**src/rtl/tiny_dnn_ctrl.sv**
```systemverilog
// Job sequencer for the tiny_dnn_top accelerator: weight load, input exec stream,
// pipeline drain, and per-filter result readback onto a valid/ready stream.
module tiny_dnn_ctrl #(
    parameter int F_NUM  = 16,
    parameter int F_SIZE = 512,
    parameter int LW     = 10,
    localparam int FW    = $clog2(F_NUM),
    localparam int IW    = $clog2(F_SIZE)
) (
    input  logic          clk_i,
    input  logic          rst_ni,
    input  logic          start_i,
    input  logic [LW-1:0] len_i,
    input  logic          wload_i,
    output logic          busy_o,
    output logic          done_o,
    output logic          err_o,
    input  logic          w_valid_i,
    output logic          w_ready_o,
    input  logic [15:0]   w_data_i,
    input  logic          in_valid_i,
    output logic          in_ready_o,
    input  logic [15:0]   in_data_i,
    output logic          out_valid_o,
    input  logic          out_ready_i,
    output logic [31:0]   out_data_o,
    output logic [FW-1:0] out_idx_o,
    output logic          dnn_write_o,
    output logic          dnn_read_o,
    output logic          dnn_init_o,
    output logic          dnn_exec_o,
    output logic [FW+IW-1:0] dnn_a_o,
    output logic [31:0]   dnn_d_o,
    input  logic [31:0]   dnn_x_i
);

    typedef enum logic [3:0] {
        IDLE, WLOAD, INIT, EXEC, DRAIN, OUT_ADDR, OUT_CAP, OUT_HOLD, DONE
    } state_e;

    localparam logic [LW-1:0] LEN_MAX = LW'(F_SIZE);
    localparam logic [FW-1:0] F_LAST  = FW'(F_NUM - 1);

    state_e            state_q, state_d;
    logic [IW-1:0]     i_q, i_d;
    logic [FW-1:0]     f_q, f_d;
    logic [LW-1:0]     len_q, len_d;
    logic              err_q, err_d;
    logic              write_q, write_d;
    logic              init_q, init_d;
    logic              exec_q, exec_d;
    logic [FW+IW-1:0]  a_q, a_d;
    logic [31:0]       d_q, d_d;
    logic [31:0]       out_data_q, out_data_d;
    logic [FW-1:0]     out_idx_q, out_idx_d;
    logic              i_last;

    assign i_last = (LW'(i_q) == len_q - LW'(1));

    always_comb begin
        state_d    = state_q;
        i_d        = i_q;
        f_d        = f_q;
        len_d      = len_q;
        err_d      = 1'b0;
        write_d    = 1'b0;
        init_d     = 1'b0;
        exec_d     = 1'b0;
        a_d        = a_q;
        d_d        = '0;
        out_data_d = out_data_q;
        out_idx_d  = out_idx_q;
        case (state_q)
            IDLE: begin
                if (start_i) begin
                    if (len_i != '0 && len_i <= LEN_MAX) begin
                        len_d   = len_i;
                        i_d     = '0;
                        f_d     = '0;
                        state_d = wload_i ? WLOAD : INIT;
                    end else begin
                        err_d = 1'b1;
                    end
                end
            end
            WLOAD: begin
                if (w_valid_i) begin
                    write_d = 1'b1;
                    a_d     = {f_q, i_q};
                    d_d     = {w_data_i, 16'h0000};
                    if (i_last) begin
                        i_d = '0;
                        if (f_q == F_LAST) begin
                            f_d     = '0;
                            state_d = INIT;
                        end else begin
                            f_d = f_q + FW'(1);
                        end
                    end else begin
                        i_d = i_q + IW'(1);
                    end
                end
            end
            INIT: begin
                init_d  = 1'b1;
                i_d     = '0;
                state_d = EXEC;
            end
            EXEC: begin
                if (in_valid_i) begin
                    exec_d = 1'b1;
                    a_d    = {FW'(0), i_q};
                    d_d    = {in_data_i, 16'h0000};
                    if (i_last) begin
                        i_d     = '0;
                        state_d = DRAIN;
                    end else begin
                        i_d = i_q + IW'(1);
                    end
                end
            end
            DRAIN: begin
                // i_q doubles as the two-cycle drain counter
                if (i_q[0]) begin
                    i_d     = '0;
                    f_d     = '0;
                    a_d     = '0;
                    state_d = OUT_ADDR;
                end else begin
                    i_d = IW'(1);
                end
            end
            OUT_ADDR: state_d = OUT_CAP;
            OUT_CAP: begin
                out_data_d = dnn_x_i;
                out_idx_d  = f_q;
                state_d    = OUT_HOLD;
            end
            OUT_HOLD: begin
                if (out_ready_i) begin
                    if (f_q == F_LAST) begin
                        f_d     = '0;
                        state_d = DONE;
                    end else begin
                        f_d     = f_q + FW'(1);
                        a_d     = {f_q + FW'(1), IW'(0)};
                        state_d = OUT_ADDR;
                    end
                end
            end
            DONE:    state_d = IDLE;
            default: state_d = IDLE;
        endcase
    end

    always_ff @(posedge clk_i) begin
        if (!rst_ni) begin
            state_q    <= IDLE;
            i_q        <= '0;
            f_q        <= '0;
            len_q      <= '0;
            err_q      <= 1'b0;
            write_q    <= 1'b0;
            init_q     <= 1'b0;
            exec_q     <= 1'b0;
            a_q        <= '0;
            d_q        <= '0;
            out_data_q <= '0;
            out_idx_q  <= '0;
        end else begin
            state_q    <= state_d;
            i_q        <= i_d;
            f_q        <= f_d;
            len_q      <= len_d;
            err_q      <= err_d;
            write_q    <= write_d;
            init_q     <= init_d;
            exec_q     <= exec_d;
            a_q        <= a_d;
            d_q        <= d_d;
            out_data_q <= out_data_d;
            out_idx_q  <= out_idx_d;
        end
    end

    assign busy_o      = (state_q != IDLE);
    assign done_o      = (state_q == DONE);
    assign err_o       = err_q;
    assign w_ready_o   = (state_q == WLOAD);
    assign in_ready_o  = (state_q == EXEC);
    assign out_valid_o = (state_q == OUT_HOLD);
    assign out_data_o  = out_data_q;
    assign out_idx_o   = out_idx_q;
    assign dnn_write_o = write_q;
    assign dnn_read_o  = 1'b0;
    assign dnn_init_o  = init_q;
    assign dnn_exec_o  = exec_q;
    assign dnn_a_o     = a_q;
    assign dnn_d_o     = d_q;

endmodule

```
**config.mk**
```make
export PLATFORM = sky130hd
export DESIGN_NAME = tiny_dnn_ctrl
export DESIGN_NICKNAME = d
export VERILOG_FILES = /design/src/rtl/tiny_dnn_ctrl.sv
export SDC_FILE = /design/constraint.sdc
export NUM_CORES = 1
export LEC_CHECK = 0
export CAP_MARGIN = 20
export CORE_MARGIN = 5
export CORE_UTILIZATION = 42
export CTS_BUF_LIST = sky130_fd_sc_hd__clkbuf_2
export DETAILED_ROUTE_END_ITERATION = 7
export PLACE_DENSITY = 0.79
export SYNTH_ARGS = -nofsm -noshare
export SYNTH_HDL_FRONTEND = slang
export SYNTH_SLANG_ARGS = --single-unit
```
**constraint.sdc**
```tcl
create_clock -name clk_i -period 2.45 [get_ports clk_i]
set_input_delay 0.245 -clock clk_i [delete_from_list [all_inputs] [get_ports clk_i]]
set_output_delay 0.245 -clock clk_i [all_outputs]
set_load 0.03 [all_outputs]
```
==> results.tsv, run 1 <==
stage	metric	value	unit
synthesis	average size of a mapped cell	8.19	um2
placement	pre-CTS WS	-0.378	ns
clock_tree	Hold-fix buffers, CTS	0	
clock_tree	CTS root buf	clkbuf_2	
placement	port bufs	154	
routing	drt pass-1 iters	5	
clock_tree	number of CTS-inserted buffers	9	
clock_tree	CTS HTree Levels	3	
die	Die Height	116	um
global_route	first-pass GRT wire length	22500	um
hold_path	worst min path class	input port to register	
setup_path	crit path kind	register to register	
routing	number of nets with antenna violations after routing	0	
timing	fmax	421	MHz
routing	Vias	4764	
die	# IOs	172	
setup_path	CP cell instances	or4_1 > or2_4 > a21oi_1 > a211o_1 > buf_4 > o21ai_4 > o41ai_2	
clock_tree	worst skew pair latency	0.55	ns
timing	final hold vios	0	
synthesis	Mapped Area	4680	um2
synthesis	ys flop type	dfxtp_1	
power	Combinational Power Share	39.3	%
power	clock group share of total power	20.0	%
placement	Routability Congestion	0.952	
finish	most common cell after layout, fill and taps aside	clkdlybuf4s50_1	
timing	Final min period	2.37	ns
finish	utilization after layout	61.3	%
clock_tree	Clock transition at path regs	0.26	ns
global_route	vias in the first global route	4637	
power	Peak VDD IR	0.383	mV
synthesis	Yosys reg bits	96	
setup_path	slowest CP cell	or4_1	
timing	worst rel slew slack	55.3	%
synthesis	Mapped Cells	571	
timing	Min Hold Slack	0.186	ns
finish	layout cell share with drive strength beyond 1	12.2	%
power	net switching power	0.00157	W
setup_path	CP Capture Type	register	
synthesis	Synth async-reset ratio	0	%
power	Lkg Pwr	2.46	nW
routing	final wirelength	14600	um
routing	WL/cell	16.7	um
die	CORE AREA	10900	um2
global_route	initial antenna violation count	1	
timing	Max Slew Vio Count	0	
power	Cell Int Power	0.00271	W
placement	dpl hpwl	10800	um
setup_path	Critical Path Source Type	register	
global_route	Remaining Overflow, GRT	0	
setup_path	Required @ worst endpoint	2.92	ns
clock_tree	Sink Count	96	
timing	RSZ-0062 raised after global routing	true	
die	die area	13300	um2
setup_path	worst stage delay on the critical path	0.56	ns
die	Rows	38	
finish	Area growth, synth to finish	42.7	%
die	width of the die	116	um
setup_path	worst path buffer plus inverter count	1	
run	Max-Cap Viols	0	
timing	Fin Clk Skew	0.0183	ns
setup_path	Largest delay share family, worst path	simple AND/OR/NAND/NOR gates	
finish	nets@finish	816	
synthesis	Syn. warnings	0	
run_status	status	finished clean	
setup_path	Crit Path Max Fanout	8	
setup_path	CP arrival	2.84	ns
power	sequential share of power	40.7	%
synthesis	Netlist cell types	63	
synthesis	post-synthesis sequential area ratio	41.1	%
routing	Vias/cell	5.44	
global_route	largest net degree at the start of global routing	42	
global_route	Total GRT Usage	20.9	%
finish	most frequent cells in the layout	clkdlybuf4s50_1, nand2_1, dfxtp_1	
clock_tree	CTS tree	yes	
die	Initial Util	43.0	%
clock_tree	CTS Buffer Depth	2	
synthesis	Post-synth EDFFs	0	
timing	Tightest Pin Transition	0.670	ns
timing	Final WS setup	0.0769	ns
power	P per Cell Area	642	nW/um2
routing	DRC	0	
timing	period utilisation layout	96.9	%
timing	final setup vio count	0	
routing	1st-iter DRT viols	326	
power	Net Sw Frac	36.6	%
flip-flops by register name (all words and copies together) (netlist names):
register / flops
dnn_write_o: 1
f_q: 4
err_o: 1
out_data_o: 32
state_q: 4
dnn_a_o: 13
dnn_d_o: 16
len_q: 10
dnn_exec_o: 1
dnn_init_o: 1
out_idx_o: 4
i_q: 9
timing repair:
| item | CTS | global route |
|---|---|---|
| buffers inserted | 0 | 2 |
| cloned | 0 | 0 |
| pin swaps | 1 | 6 |
| setup endpoints to repair | 8 | 14 |
| gates resized for setup | 11 | 18 |
worst min-delay path: stages:
cell and delay (ns):
clkdlybuf4s50_1 0.40, nand2_1 0.05, a21oi_1 0.05
path summary, 6_finish.rpt:
| check | start | to | slack, ns | cells after the start |
|---|---|---|---|---|
| setup reg to reg | len_q[0] | i_q[0] | 0.08 | 7 |
| hold / removal | dnn_x_i[3] | out_data_o[3] | 0.19 | 3 |
| hold reg to reg | dnn_a_o[0] | dnn_a_o[0] | 0.47 | 2 |
| setup / recovery | len_q[0] | i_q[0] | 0.08 | 7 |
routing by layer:
metal	wire length [um]	vias to the layer above	part of all wire, %	GRT usage, %
met2	7250	206	50	35.1
met3	1390	25	9.5	5.48
met5	0	-	0	0
met1	5690	2245	39	25.7
met4	279	0	1.9	7.98
li1	-	2288	-	-
through the flow:
| stage | instance area (um2) | setup TNS, ns | cells | total power (W) |
|---|---|---|---|---|
| global route | 6670 | -0.175 | 876 | 0.00451 |
| CTS | 6580 | 0 | 872 | 0.00422 |
| floorplan | 4740 | 0 | 587 | 0.00280 |
| global placement | 6420 | -5.27 | 858 | 0.00329 |
| finish | 6670 | 0 | 876 | 0.00428 |
| detailed placement | 6420 | -6.12 | 858 | 0.00333 |
cell type report:
type / count / area, um2
clock inverter: 5 / 83.8
multi-input combinational: 421 / 2550
sequential: 96 / 1930
tap: 140 / 175
fill: 957 / 4220
antenna: 1 / 2.50
timing repair buffer: 192 / 1840
inverter: 12 / 47.5
clock buffer: 9 / 45.0
Yosys cell counts, types with 2 or more instances:
cell type / number / area [um2]
nand2_1: 107 / 402
dfxtp_1: 96 / 1920
a21oi_1: 55 / 275
nor2_1: 41 / 154
clkbuf_1: 30 / 113
nand3_1: 20 / 100
a22o_1: 17 / 149
buf_4: 17 / 128
mux2i_1: 15 / 150
nor3_1: 15 / 75.1
o21ai_0: 12 / 60.1
inv_1: 11 / 41.3
or3_1: 9 / 56.3
xor2_1: 9 / 78.8
and3_1: 8 / 50.1
a221oi_1: 7 / 61.3
buf_2: 7 / 35.0
or4_1: 6 / 45.0
o2111ai_1: 5 / 43.8
o22ai_1: 5 / 31.3
xnor2_1: 5 / 43.8
a211oi_1: 4 / 30.0
a31oi_1: 4 / 25.0
nand2b_1: 4 / 25.0
nor2b_1: 4 / 25.0
or2_2: 4 / 25.0
and2_1: 3 / 18.8
buf_6: 3 / 33.8
ha_1: 3 / 37.5
nor4b_1: 3 / 26.3
o211ai_1: 3 / 22.5
a211o_1: 2 / 17.5
nor3_2: 2 / 20.0
nor4_1: 2 / 12.5
nor4b_2: 2 / 30.0
o31ai_1: 2 / 15.0
or2_1: 2 / 12.5
or4_4: 2 / 22.5
cell families after synthesis:
kind of cell / Yosys count / share of synthesized area (%)
compound gates: 131 / 19.8
xor+xnor: 14 / 2.62
fa+ha+maj: 3 / 0.803
buf+inv: 70 / 7.65
flops: 96 / 41.1
mux: 15 / 3.21
other cells: 1 / 0.0802
simple gates: 241 / 24.7
power by group through the flow:
| stage | Combinational, W | Clock (W) | Sequential [W] |
|---|---|---|---|
| detailed placement | 0.00157 | 0 | 0.00175 |
| global route | 0.00181 | 0.000939 | 0.00175 |
| finish | 0.00168 | 0.000857 | 0.00174 |
| global placement | 0.00154 | 0 | 0.00175 |
| floorplan | 0.00103 | 0 | 0.00177 |
| CTS | 0.00161 | 0.000878 | 0.00174 |
(Power assumes the default switching activity.)
==> inputs of run 2 (changes only) <==
Settings changed: ABC_AREA set to 0.
==> results of run 2 <==
Same layout as run 1: the final DEF is identical, and so are final timing and power.
==> inputs of run 3 (changes only) <==
Settings changed: CTS_CLUSTER_DIAMETER set to 50, REMOVE_ABC_BUFFERS set to 1.
==> run 3 against run 2 <==
Against the previous run:
- the flow now finishes with violations (negative setup slack)
- routed wire length is 4.3% lower
- register-to-register slack worse by 0.06 ns
- first-iteration DRC count is 20% lower
- global-route usage is 0.96 points lower
- clock skew is 0.027 ns higher
- clock-buffer cell count is 1 higher
- setup slack worse by 0.11 ns
- sequential power hardly changed
- sequential cell count stayed put
==> results.tsv, run 3 (synthesis results as in run 1) <==
stage	metric	value	unit	change
setup_path	CP arrival	2.96	ns	was 2.84 ns
power	Cell Int Power	0.00258	W	was 0.00271 W
setup_path	Critical R2R Capture	i_q[4]		was i_q[0]
timing	worst rel slew slack	58.9	%	was 55.3%
routing	WL/cell	15.9	um	was 16.7 um
setup_path	end point of the critical path	i_q[4]		was i_q[0]
timing	final setup vio count	1		was 0
setup_path	Critical Path Source Type	input port		was register
hold_path	HP Start	dnn_x_i[4]		was dnn_x_i[3]
power	sequential share of power	41.7	%	was 40.7%
routing	Vias	4708		was 4764
routing	DRC	0		unchanged
setup_path	worst stage delay on the critical path	0.59	ns	was 0.56 ns
clock_tree	Clock transition at path regs	0.26	ns	about the same
timing	Tightest Pin Transition	0.610	ns	was 0.670 ns
timing	Setup TNS Final	-0.0350	ns	was 0 ns
clock_tree	Sink Count	96		unchanged
die	Rows	38		unchanged
routing	1st-iter DRT viols	260		was 326
setup_path	worst reg-to-reg setup slack	0.02	ns	was 0.08 ns
timing	Final min period	2.49	ns	was 2.37 ns
setup_path	CP Depth	8		was 7
power	Lkg Pwr	2.46	nW	about the same
setup_path	CP Capture Type	register		unchanged
clock_tree	worst skew pair latency	0.56	ns	was 0.55 ns
die	Die Height	116	um	unchanged
setup_path	crit path launch	len_i[5]		was len_q[0]
finish	max reg flops	32		unchanged
global_route	vias in the first global route	4649		was 4637
global_route	Remaining Overflow, GRT	0		unchanged
timing	Final WS setup	-0.0350	ns	was 0.0769 ns
global_route	largest net degree at the start of global routing	37		was 42
timing	Max Slew Vio Count	0		unchanged
placement	placed instance count	858		unchanged
global_route	Total GRT Usage	19.9	%	was 20.9%
clock_tree	CTS tree	yes		unchanged
timing	Fin Clk Skew	0.0449	ns	was 0.0183 ns
power	Net Sw Frac	38.0	%	was 36.6%
placement	dpl cell area	6420	um2	about the same
die	Initial Util	43.0	%	unchanged
placement	port bufs	154		unchanged
setup_path	reg2reg path depth	9		was 7
finish	final cell count without fillers	877		was 876
placement	pre-CTS WS	-0.443	ns	was -0.378 ns
timing	fmax	402	MHz	was 421 MHz
power	P per Cell Area	621	nW/um2	was 642 nW/um2
clock_tree	CTS Buffer Depth	2		unchanged
finish	fin area	6710	um2	was 6670 um2
clock_tree	CTS HTree Levels	3		unchanged
finish	Area growth, synth to finish	43.5	%	was 42.7%
setup_path	Crit Path Max Fanout	11		was 8
routing	final wirelength	14000	um	was 14600 um
run	Max-Cap Viols	0		unchanged
finish	layout cell share with drive strength beyond 1	13.8	%	was 12.2%
setup_path	worst r2r src	len_q[0]		unchanged
run_status	failing checks	negative setup slack		
die	# IOs	172		unchanged
placement	Routability Congestion	0.925		was 0.952
timing	RSZ-0062 raised after global routing	true		unchanged
setup_path	crit path kind	input port to register		was register to register
die	die area	13300	um2	unchanged
clock_tree	CTS root buf	clkbuf_2		unchanged
finish	most frequent cells in the layout	clkdlybuf4s50_1, nand2_1, dfxtp_1		unchanged
run_status	status	finished, violations left		was finished clean
timing	period utilisation layout	101	%	was 96.9%
routing	drt pass-1 iters	5		unchanged
power	net switching power	0.00159	W	was 0.00157 W
timing	final hold vios	0		unchanged
hold_path	worst min path class	input port to register		unchanged
setup_path	slowest CP cell	or4_4		was or4_1
routing	number of nets with antenna violations after routing	0		unchanged
clock_tree	number of CTS-inserted buffers	9		unchanged
power	Tot Pwr	0.00417	W	was 0.00428 W
finish	nets@finish	816		unchanged
setup_path	Required @ worst endpoint	2.93	ns	was 2.92 ns
global_route	initial antenna violation count	0		was 1
setup_path	CP cell instances	clkdlybuf4s50_1 > or4_4 > o31ai_4 > a31oi_2 > buf_12 > or2_1 > or4_1 > o22ai_1		was or4_1 > or2_4 > a21oi_1 > a211o_1 > buf_4 > o21ai_4 > o41ai_2
power	Peak VDD IR	0.242	mV	was 0.383 mV
die	CORE AREA	10900	um2	unchanged
finish	ANT cells	0		was 1
setup_path	worst path buffer plus inverter count	2		was 1
finish	most common cell after layout, fill and taps aside	clkdlybuf4s50_1		unchanged
power	Combinational Power Share	42.0	%	was 39.3%
setup_path	Largest delay share family, worst path	simple AND/OR/NAND/NOR gates		unchanged
placement	dpl hpwl	10400	um	was 10800 um
global_route	first-pass GRT wire length	21800	um	was 22500 um
die	width of the die	116	um	unchanged
routing	Vias/cell	5.37		was 5.44
power	clock group share of total power	16.3	%	was 20.0%
-- run 3: layout make-up --
| type | instances | area [um2] |
|---|---|---|
| inverters | 12 | 45.0 |
| well taps | 140 | 175 |
| clock buffers | 10 | 50.0 |
| repair buffers | 192 | 1840 |
| clock inverters | 6 | 42.5 |
| fillers | 907 | 4180 |
| flip-flops and latches | 96 | 1930 |
| multi-input cells | 421 | 2620 |
-- run 3: worst register-to-register path, delay by kind of cell (launching register included) --
kind                       cells  cell delay [ns]
AOI/OAI and AO/OA              3             0.76
xor gates and xnor gates       1             0.16
adders and majority gates      1             0.13
buffers and inverters          2             0.25
DFF                            1             0.42
and+or+nand+nor                2             0.59
-- run 3: repair_timing --
item                                    CTS  global route
hold buffers                              0             0
endpoints found under the setup margin   12            17
setup buffers                             1             2
gates resized for setup                  13            31
pin swaps                                 1             7
-- run 3: routing by layer --
metal,track usage (%),vias to the layer above,share of wire (%)
met5,0,-,0
met4,6.89,0,1.8
met3,4.39,28,8.0
met2,35.5,203,51
met1,23.7,2194,39
li1,-,2283,-
-- run 3: how the worst min path moves through the flow --
stage	to	slack (ns)	cells past startpoint
4_1_cts	out_data_o[17]	0.13	3
2_1_floorplan	dnn_d_o[16]	0.37	1
6_report	out_data_o[4]	0.19	3
3_5_place_dp	out_data_o[26]	0.45	2
3_3_place_gp	out_data_o[4]	0.44	2
5_1_grt	out_data_o[19]	0.15	3
-- run 3: per-stage QoR --
| stage | util (%) | hold WS (ns) |
|---|---|---|
| after floorplan | - | 0.371 |
| after global placement | 59.0 | 0.442 |
| after detailed placement | 59.0 | 0.448 |
| after CTS | 60.2 | 0.130 |
| after global routing | 61.7 | 0.147 |
| final | 61.7 | 0.193 |
-- run 3: power groups by stage --
| stage | Sequential, W | Clock [W] | Combinational, W |
|---|---|---|---|
| after floorplan | 0.00184 | 0 | 0.000853 |
| after global placement | 0.00175 | 0 | 0.00152 |
| after detailed placement | 0.00175 | 0 | 0.00157 |
| after CTS | 0.00173 | 0.000713 | 0.00161 |
| after global routing | 0.00175 | 0.000774 | 0.00188 |
| final | 0.00174 | 0.000680 | 0.00175 |
